$ cat src/rtl/arb_req_pkg.sv
// Shared constants and types for the arbitration request stage.
// Optional feature macro: ARB_REQ_BYPASS_EN (same-cycle dequeue and refill of a slot).
package arb_req_pkg;

  localparam int WIDTH_DEF  = 16;
  localparam int DATA_W_DEF = 32;
  localparam int IDX_W_DEF  = $clog2(WIDTH_DEF);

  // Binary index of a requester port at the default width
  typedef logic [IDX_W_DEF-1:0] port_idx_t;

endpackage

$ cat src/rtl/arb_oh_enc.sv
// Lowest-set-bit encoder: turns a (possibly multi-hot) vector into the binary
// index of its lowest set bit plus a flag saying any bit was set.
module arb_oh_enc #(
  parameter int WIDTH = 16,
  parameter int IDX_W = $clog2(WIDTH)
) (
  input  logic [WIDTH-1:0] oh_in,
  output logic [IDX_W-1:0] idx,
  output logic             valid
);

  // Scan from the top down so the lowest set bit is the last one written
  always_comb begin
    idx   = '0;
    valid = 1'b0;
    for (int i = WIDTH - 1; i >= 0; i--) begin
      idx   = oh_in[i] ? IDX_W'(i) : idx;
      valid = valid | oh_in[i];
    end
  end

endmodule

$ cat src/rtl/arb_req_stage.sv
// Per-port one-entry holding slots feeding an external round-robin arbiter;
// the granted slot is moved into a single registered output stage.
// Optional feature macro: ARB_REQ_BYPASS_EN -- a serviced port may be refilled
// in the same cycle it is dequeued (in_ready also depends on the grant).
module arb_req_stage
  import arb_req_pkg::*;
#(
  parameter int WIDTH  = WIDTH_DEF,
  parameter int DATA_W = DATA_W_DEF
) (
  input  logic                       clock,
  input  logic                       reset_n,
  input  logic [WIDTH-1:0]           in_valid,
  output logic [WIDTH-1:0]           in_ready,
  input  logic [WIDTH*DATA_W-1:0]    in_data,
  output logic [WIDTH-1:0]           req,
  input  logic [WIDTH-1:0]           gnt,
  output logic                       out_valid,
  input  logic                       out_ready,
  output logic [DATA_W-1:0]          out_data,
  output logic [$clog2(WIDTH)-1:0]   out_port,
  output logic                       err_multi
);

  localparam int IDX_W = $clog2(WIDTH);

  logic [WIDTH-1:0]              slot_valid_q, slot_valid_d;
  logic [WIDTH-1:0][DATA_W-1:0]  slot_data_q, slot_data_d;
  logic                          out_valid_q, out_valid_d;
  logic [DATA_W-1:0]             out_data_q, out_data_d;
  logic [IDX_W-1:0]              out_port_q, out_port_d;
  logic                          err_multi_q, err_multi_d;

  logic                          out_free_s;
  logic [WIDTH-1:0]              eg_s;
  logic                          multi_s;
  logic [IDX_W-1:0]              sel_idx_s;
  logic                          sel_valid_s;
  logic [WIDTH-1:0]              eg_sel_s;

  // Request only when the output register can take a payload; mask the grant by it
  always_comb begin
    out_free_s = ~out_valid_q | out_ready;
    req        = out_free_s ? slot_valid_q : '0;
    eg_s       = gnt & req;
    multi_s    = |(eg_s & (eg_s - WIDTH'(1)));
  end

  arb_oh_enc #(
    .WIDTH (WIDTH),
    .IDX_W (IDX_W)
  ) u_enc (
    .oh_in (eg_s),
    .idx   (sel_idx_s),
    .valid (sel_valid_s)
  );

  // One-hot of the serviced port and the per-port accept signal
  always_comb begin
    eg_sel_s = sel_valid_s ? (WIDTH'(1) << sel_idx_s) : '0;
`ifdef ARB_REQ_BYPASS_EN
    in_ready = ~slot_valid_q | eg_sel_s;
`else
    in_ready = ~slot_valid_q;
`endif
  end

  // Slot fill/drain, output register update and sticky multi-grant flag
  always_comb begin
    slot_valid_d = slot_valid_q;
    slot_data_d  = slot_data_q;
    out_valid_d  = out_valid_q;
    out_data_d   = out_data_q;
    out_port_d   = out_port_q;
    err_multi_d  = err_multi_q | multi_s;

    // A load wins over a dequeue: with bypass both can hit the same port
    for (int i = 0; i < WIDTH; i++) begin
      if (in_valid[i] & in_ready[i]) begin
        slot_valid_d[i] = 1'b1;
        slot_data_d[i]  = in_data[i*DATA_W +: DATA_W];
      end else if (eg_sel_s[i]) begin
        slot_valid_d[i] = 1'b0;
      end else begin
        slot_valid_d[i] = slot_valid_q[i];
      end
    end

    if (sel_valid_s) begin
      out_valid_d = 1'b1;
      out_data_d  = slot_data_q[sel_idx_s];
      out_port_d  = sel_idx_s;
    end else if (out_ready) begin
      out_valid_d = 1'b0;
    end else begin
      out_valid_d = out_valid_q;
    end
  end

  // State registers, cleared asynchronously
  always_ff @(posedge clock or negedge reset_n) begin
    if (!reset_n) begin
      slot_valid_q <= '0;
      slot_data_q  <= '0;
      out_valid_q  <= 1'b0;
      out_data_q   <= '0;
      out_port_q   <= '0;
      err_multi_q  <= 1'b0;
    end else begin
      slot_valid_q <= slot_valid_d;
      slot_data_q  <= slot_data_d;
      out_valid_q  <= out_valid_d;
      out_data_q   <= out_data_d;
      out_port_q   <= out_port_d;
      err_multi_q  <= err_multi_d;
    end
  end

  assign out_valid = out_valid_q;
  assign out_data  = out_data_q;
  assign out_port  = out_port_q;
  assign err_multi = err_multi_q;

endmodule

$ cat config.mk
export PLATFORM = sky130hd
export DESIGN_NAME = arb_req_stage
export DESIGN_NICKNAME = d
export VERILOG_FILES = /design/src/rtl/arb_req_pkg.sv /design/src/rtl/arb_oh_enc.sv /design/src/rtl/arb_req_stage.sv
export SDC_FILE = /design/constraint.sdc
export NUM_CORES = 1
export LEC_CHECK = 0
export CAP_MARGIN = 20
export CORE_AREA = 4 4 240 242
export CTS_BUF_LIST = sky130_fd_sc_hd__clkbuf_8
export CTS_CLUSTER_SIZE = 16
export DETAILED_ROUTE_END_ITERATION = 6
export DIE_AREA = 0 0 244 246
export GPL_TIMING_DRIVEN = 0
export PLACE_DENSITY = 0.79
export SLEW_MARGIN = 25
export SYNTH_ARGS = -nofsm -noshare
export SYNTH_HDL_FRONTEND = slang
export SYNTH_SLANG_ARGS = --single-unit
$ cat constraint.sdc
create_clock -name clock -period 4.1 [get_ports clock]
set_clock_uncertainty 0.1 [all_clocks]
set_input_delay 1.23 -clock clock [delete_from_list [all_inputs] [get_ports clock]]
set_output_delay 1.23 -clock clock [all_outputs]
set_load 0.1 [all_outputs]
### Yosys cells after proc, flatten, opt, wreduce, memory -nomap -nowiden

Index checks and enable logic that the tools add are counted.

| storage, ports and cells | value |
|---|---|
| register bits after elaboration | 566 |
| input port bits | 547 |
| logic and storage cells | 148 |

| cells by class | value |
|---|---|
| add/sub/neg operators | 1 |
| $lt $le $gt $ge | 1 |
| shift-type cells | 1 |
| muxes and demuxes | 54 |
| bitwise logic cells | 37 |
| reduce and logical (&&, ||, !) cells | 18 |

Operator list:

| cell | number |
|---|---|
| 32-bit binary-select mux with 4-bit select | 1 |
| 4-bit two-way mux | 16 |
| 1-bit two-way mux | 34 |
| 2-bit nonzero test | 17 |
| 16-bit bitwise AND | 2 |
| 16-bit two-way mux | 2 |
| 32-bit two-way mux | 1 |
| 1-bit OR | 17 |
| 1-bit bitwise AND | 16 |
| 16-bit NOT | 1 |
| 16-bit OR reduction | 1 |
| 1-bit by 4-bit left shift with 16-bit output, first input constant | 1 |
| 16-bit by 1-bit subtractor with 16-bit output, second input constant | 1 |
| 4-bit by 5-bit < comparator with 1-bit output, second input constant | 1 |
| 1-bit NOT | 1 |

### Depth between registers and ports, before layout

| depth | value |
|---|---|
| word-level depth | 24 |
| mapped depth | 12 |
| depth with buffers taken out | 8 |

### Hierarchy

A second synthesis with hierarchy kept.

| unflattened totals | value |
|---|---|
| cells, all modules | 1,610 |
| area total of the unflattened synthesis | 25,441.9 sq um |

By module, submodules not included:

| module | times used | cells an instance | area an instance (sq um) | sequential area each (sq um) |
|---|---|---|---|---|
| arb_req_stage | 1 | 1,576 | 25,268.0 | 14,163.6 |
| arb_oh_enc | 1 | 34 | 173.9 | 0.0 |

### Worst setup path after synthesis

OpenSTA, ideal clock, no wires.

| path | value |
|---|---|
| path kind | input to output |
| from | input out_ready |
| to | output req[0] |
| arrival | 3.228 ns |
| required time | 2.770 ns |
| path slack | -0.458 ns |
| stages | 6 |
| cell sequence | nor2b_4 buf_6 buf_2 buf_1 clkbuf_1 nor2_1 |

| between the ends | value |
|---|---|
| longest elaborated chain between the ends | 2 |

RTL lines:

| item | line | RTL |
|---|---|---|
| from (decl) | arb_req_stage.sv:19 | `input logic out_ready,` |
| 1-bit OR | arb_req_stage.sv:43 | `out_free_s = ~out_valid_q \| out_ready;` |
| 16-bit two-way mux | arb_req_stage.sv:44 | `req = out_free_s ? slot_valid_q : '0;` |
| to (decl) | arb_req_stage.sv:16 | `output logic [WIDTH-1:0] req,` |

Every way passes these cells.

### Worst setup path after layout

| path | value |
|---|---|
| from | input gnt[7] |
| to | register out_data_q[20], in the netlist out_data[20] |

| between the ends | value |
|---|---|
| longest elaborated chain between the ends | 11 |

RTL lines:

| item | line | RTL |
|---|---|---|
| from (decl) | arb_req_stage.sv:17 | `input logic [WIDTH-1:0] gnt,` |
| 16-bit bitwise AND (*) | arb_req_stage.sv:45 | `eg_s = gnt & req;` |
| 4-bit two-way mux (8 in series) | arb_oh_enc.sv:17 | `idx = oh_in[i] ? IDX_W'(i) : idx;` |
| 32-bit binary-select mux with 4-bit select | arb_req_stage.sv:91 | `out_data_d = slot_data_q[sel_idx_s];` |
| 32-bit two-way mux (not written as such) | arb_req_stage.sv:91 |  |
| to (signal assigned) | arb_req_stage.sv:113 | `out_data_q <= out_data_d;` |
| to (decl) | arb_req_stage.sv:30 | `logic [DATA_W-1:0] out_data_q, out_data_d;` |

Every way passes the cells marked *; elsewhere a longest branch is shown, timed or not. The select of a mux whose other input is x is not followed.
A chain may end at the register's enable or synchronous reset.

==> flow_summary.ini <==
[drt]
routed_via_density = 6.04
route.final.wire_length_mm = 117
ant_nets = 0
drc = 0
dr_wl_met2_mm = 54.9
post_drt_wl_per_cell_um = 32.8
drtIter0Drc = 2192
top_layer = met5
wl_met3_mm = 11.3
wl_met1_mm = 43.4
via_count = 21600
dr.pass1.iters = 6

[critical_path]
rr_worst_depth = 11
required_ps = 4560
rrSetupSlack_ps = 410
rr_startpoint = slot_valid_q[5]$_DFFE_PN0P_
critPathMaxFanout = 10
critPathArrivalTime_ps = 4620
critPathLaunchType = primary input
crit_type = in -> reg
crit_path_end_kind = register
r2r-end = out_data[20]$_DFFE_PN0P_

[timing]
fin_crit_sh_pct = 102
maxSlewViolCount = 0
finalCriticalPeriod_ps = 4160
clock.fmax_mhz = 240
finalHoldViolations = 0
rsz0062_at_grt = true
finalSetupTns_ps = -219
slew_headroom_pct = 26.6
setup_violations = 8
worst_slew_pin_slew_ps = 1100
worst_slack_ps = -62.1

[grt]
overflow = 0
grt_usage_pct = 38.3
grt_pass1_wl_mm = 163
grt_max_degree = 96
first_global_vias = 22900
antenna_found_initial = 28

[final_layout]
area_delta_synth_final_pct = 39.1
fillerInstances = 4277
final_nets = 3270
final_layout_size_suffix_gt1_share_pct = 31.4
final_area_um2 = 36000
fin_util_pct = 65.3

[logic_synthesis]
syn-num-nets = 2538
synth_top_area_cell = dfrtp_1
syn_inst = 1991
yosys.area.top_type_share_pct = 54.7
synth-edff-count = 0
yosys-top-cells-count = dfrtp_1, mux2_2, o21ai_0, clkbuf_1, mux2i_1
synth_cell_types = 65
synth.avg_cell_area_um2 = 13.0
synth_most_common_cell = dfrtp_1
synth-main-ff-cell = dfrtp_1
ys_ff_latch = 566
synth-seq-area-share_pct = 54.7
netlist_top_cells_area = dfrtp_1, mux2_2, mux2i_1
yosys_warnings = 0
mappedNetlistArea_um2 = 25900
synthArstFlopShare_pct = 100

[placement]
io_buffers = 616
gp_congestion = 0.957
dp.final_hpwl_mm = 91.8
placed_cell_area_um2 = 33200

[floorplanning]
start_util_pct = 47.0
die_h_um = 246
core_area_um2 = 55100
die_w_um = 244
num_rows = 86
io_pins = 617
dieArea_um2 = 60000

[clocking]
cts_tree = built
cts.clk_slew.worst_paths_ps = 60
clockRootBuffer = clkbuf_8
cts.sinks = 566
clock_latency_ps = 720
cts_buffers = 95
htreeDepth = 3
hold_buffers = 0
clockBufferDepth = 3

[status]
status = complete, but fails checks
violations = setup timing

[min_path]
hold_path_class = in -> async

[run]
drv_cap = 0

[power_and_ir_drop]
p_leak_nw = 14.9
powerDensity_nw_per_um2 = 773
peakVddDrop_v = 0.000447
==> registers in the layout, indices dropped and copies added (netlist names) <==
name,flops
err_multi,1
out_data,32
out_port,4
out_valid,1
slot_data_q,512
slot_valid_q,16
==> metal layers <==
layer,up-vias,track usage (%)
met5,-,0
met4,8,23.1
met3,310,10.8
met2,1298,61.2
met1,11000,46.5
li1,8947,-
==> area by class of cell <==
cell class | instances | area, um2 | area share [%]
sequential | 566 | 14200 | 39.4
multi-input combinational | 1250 | 11500 | 31.9
timing repair buffer | 636 | 6460 | 18.0
clock buffer | 126 | 1730 | 4.82
tap | 748 | 936 | 2.60
buffer | 157 | 838 | 2.33
clock inverter | 47 | 262 | 0.727
inverter | 17 | 63.8 | 0.177
antenna | 22 | 55.1 | 0.153
==> logic make-up after synthesis <==
kind of cell | synth area share [%]
compound gates | 11.0
fa+ha+maj | 0.0387
buf+inv | 2.90
flops | 54.7
mux | 27.2
simple gates | 4.20
==> critical path: stages <==
cell,delay (ps)
clkdlybuf4s50_1,550
a22oi_1,150
nor3b_2,220
o32a_2,470
nor3_4,250
buf_4,180
buf_12,180
buf_12,190
mux2i_2,340
o21ai_0,160
o221ai_2,480
o211ai_1,160
==> where the power goes <==
group	leakage (nW)	switching (mW)	internal, mW
logic	7.02	7.34	5.04
registers	6.72	1.84	8.33
clock network	1.14	2.40	2.87
total	14.9	11.6	16.2
==> cell usage in the layout, fill, tap and decap left out, types with 21 or more instances in the layout <==
cell type,count
buf_4,26
nor2_1,37
o21ai_0,113
clkbuf_1,65
diode_2,22
inv_1,47
clkbuf_8,126
nand3_1,31
a21oi_1,44
dfrtp_1,566
clkdlybuf4s50_1,595
buf_1,27
buf_2,23
a211o_1,21
nand2_1,63
clkbuf_2,21
mux2i_1,71
mux2_2,551
a221oi_1,33
and3_1,26
==> stage by stage <==
step	total power, mW	hold slack, ps	worst slack, ps	std cells
after floorplan	16.9	372	-458	1991
after CTS	27.3	384	-5.78	3545
final	27.8	386	-62.1	3569
after detailed placement	21.7	371	-2320	3361
after global placement	21.3	372	-22640	3355
after global routing	28.8	413	-23.2	3564
==> worst max path at each step <==
stage | from | end | slack [ps] | cells after the start
floorplan | out_ready | req[0] | -460 | 6
global placement | reset_n | slot_data_q[501]$_DFFE_PN0P_ | -22640 | 1
detailed placement | out_ready | req[9] | -2320 | 8
CTS | gnt[7] | out_data[21]$_DFFE_PN0P_ | -6 | 11
global route | gnt[7] | out_data[20]$_DFFE_PN0P_ | -20 | 12
finish | gnt[7] | out_data[20]$_DFFE_PN0P_ | -60 | 12
==> what timing repair did <==
item                                    in CTS  in global routing
buffers inserted                             9                  3
endpoints found under the setup margin      65                 30
resized for setup                          198                 60
pin swaps                                    6                  7
cloned                                       2                  0
No activity file was read; power rests on OpenSTA's default activity.
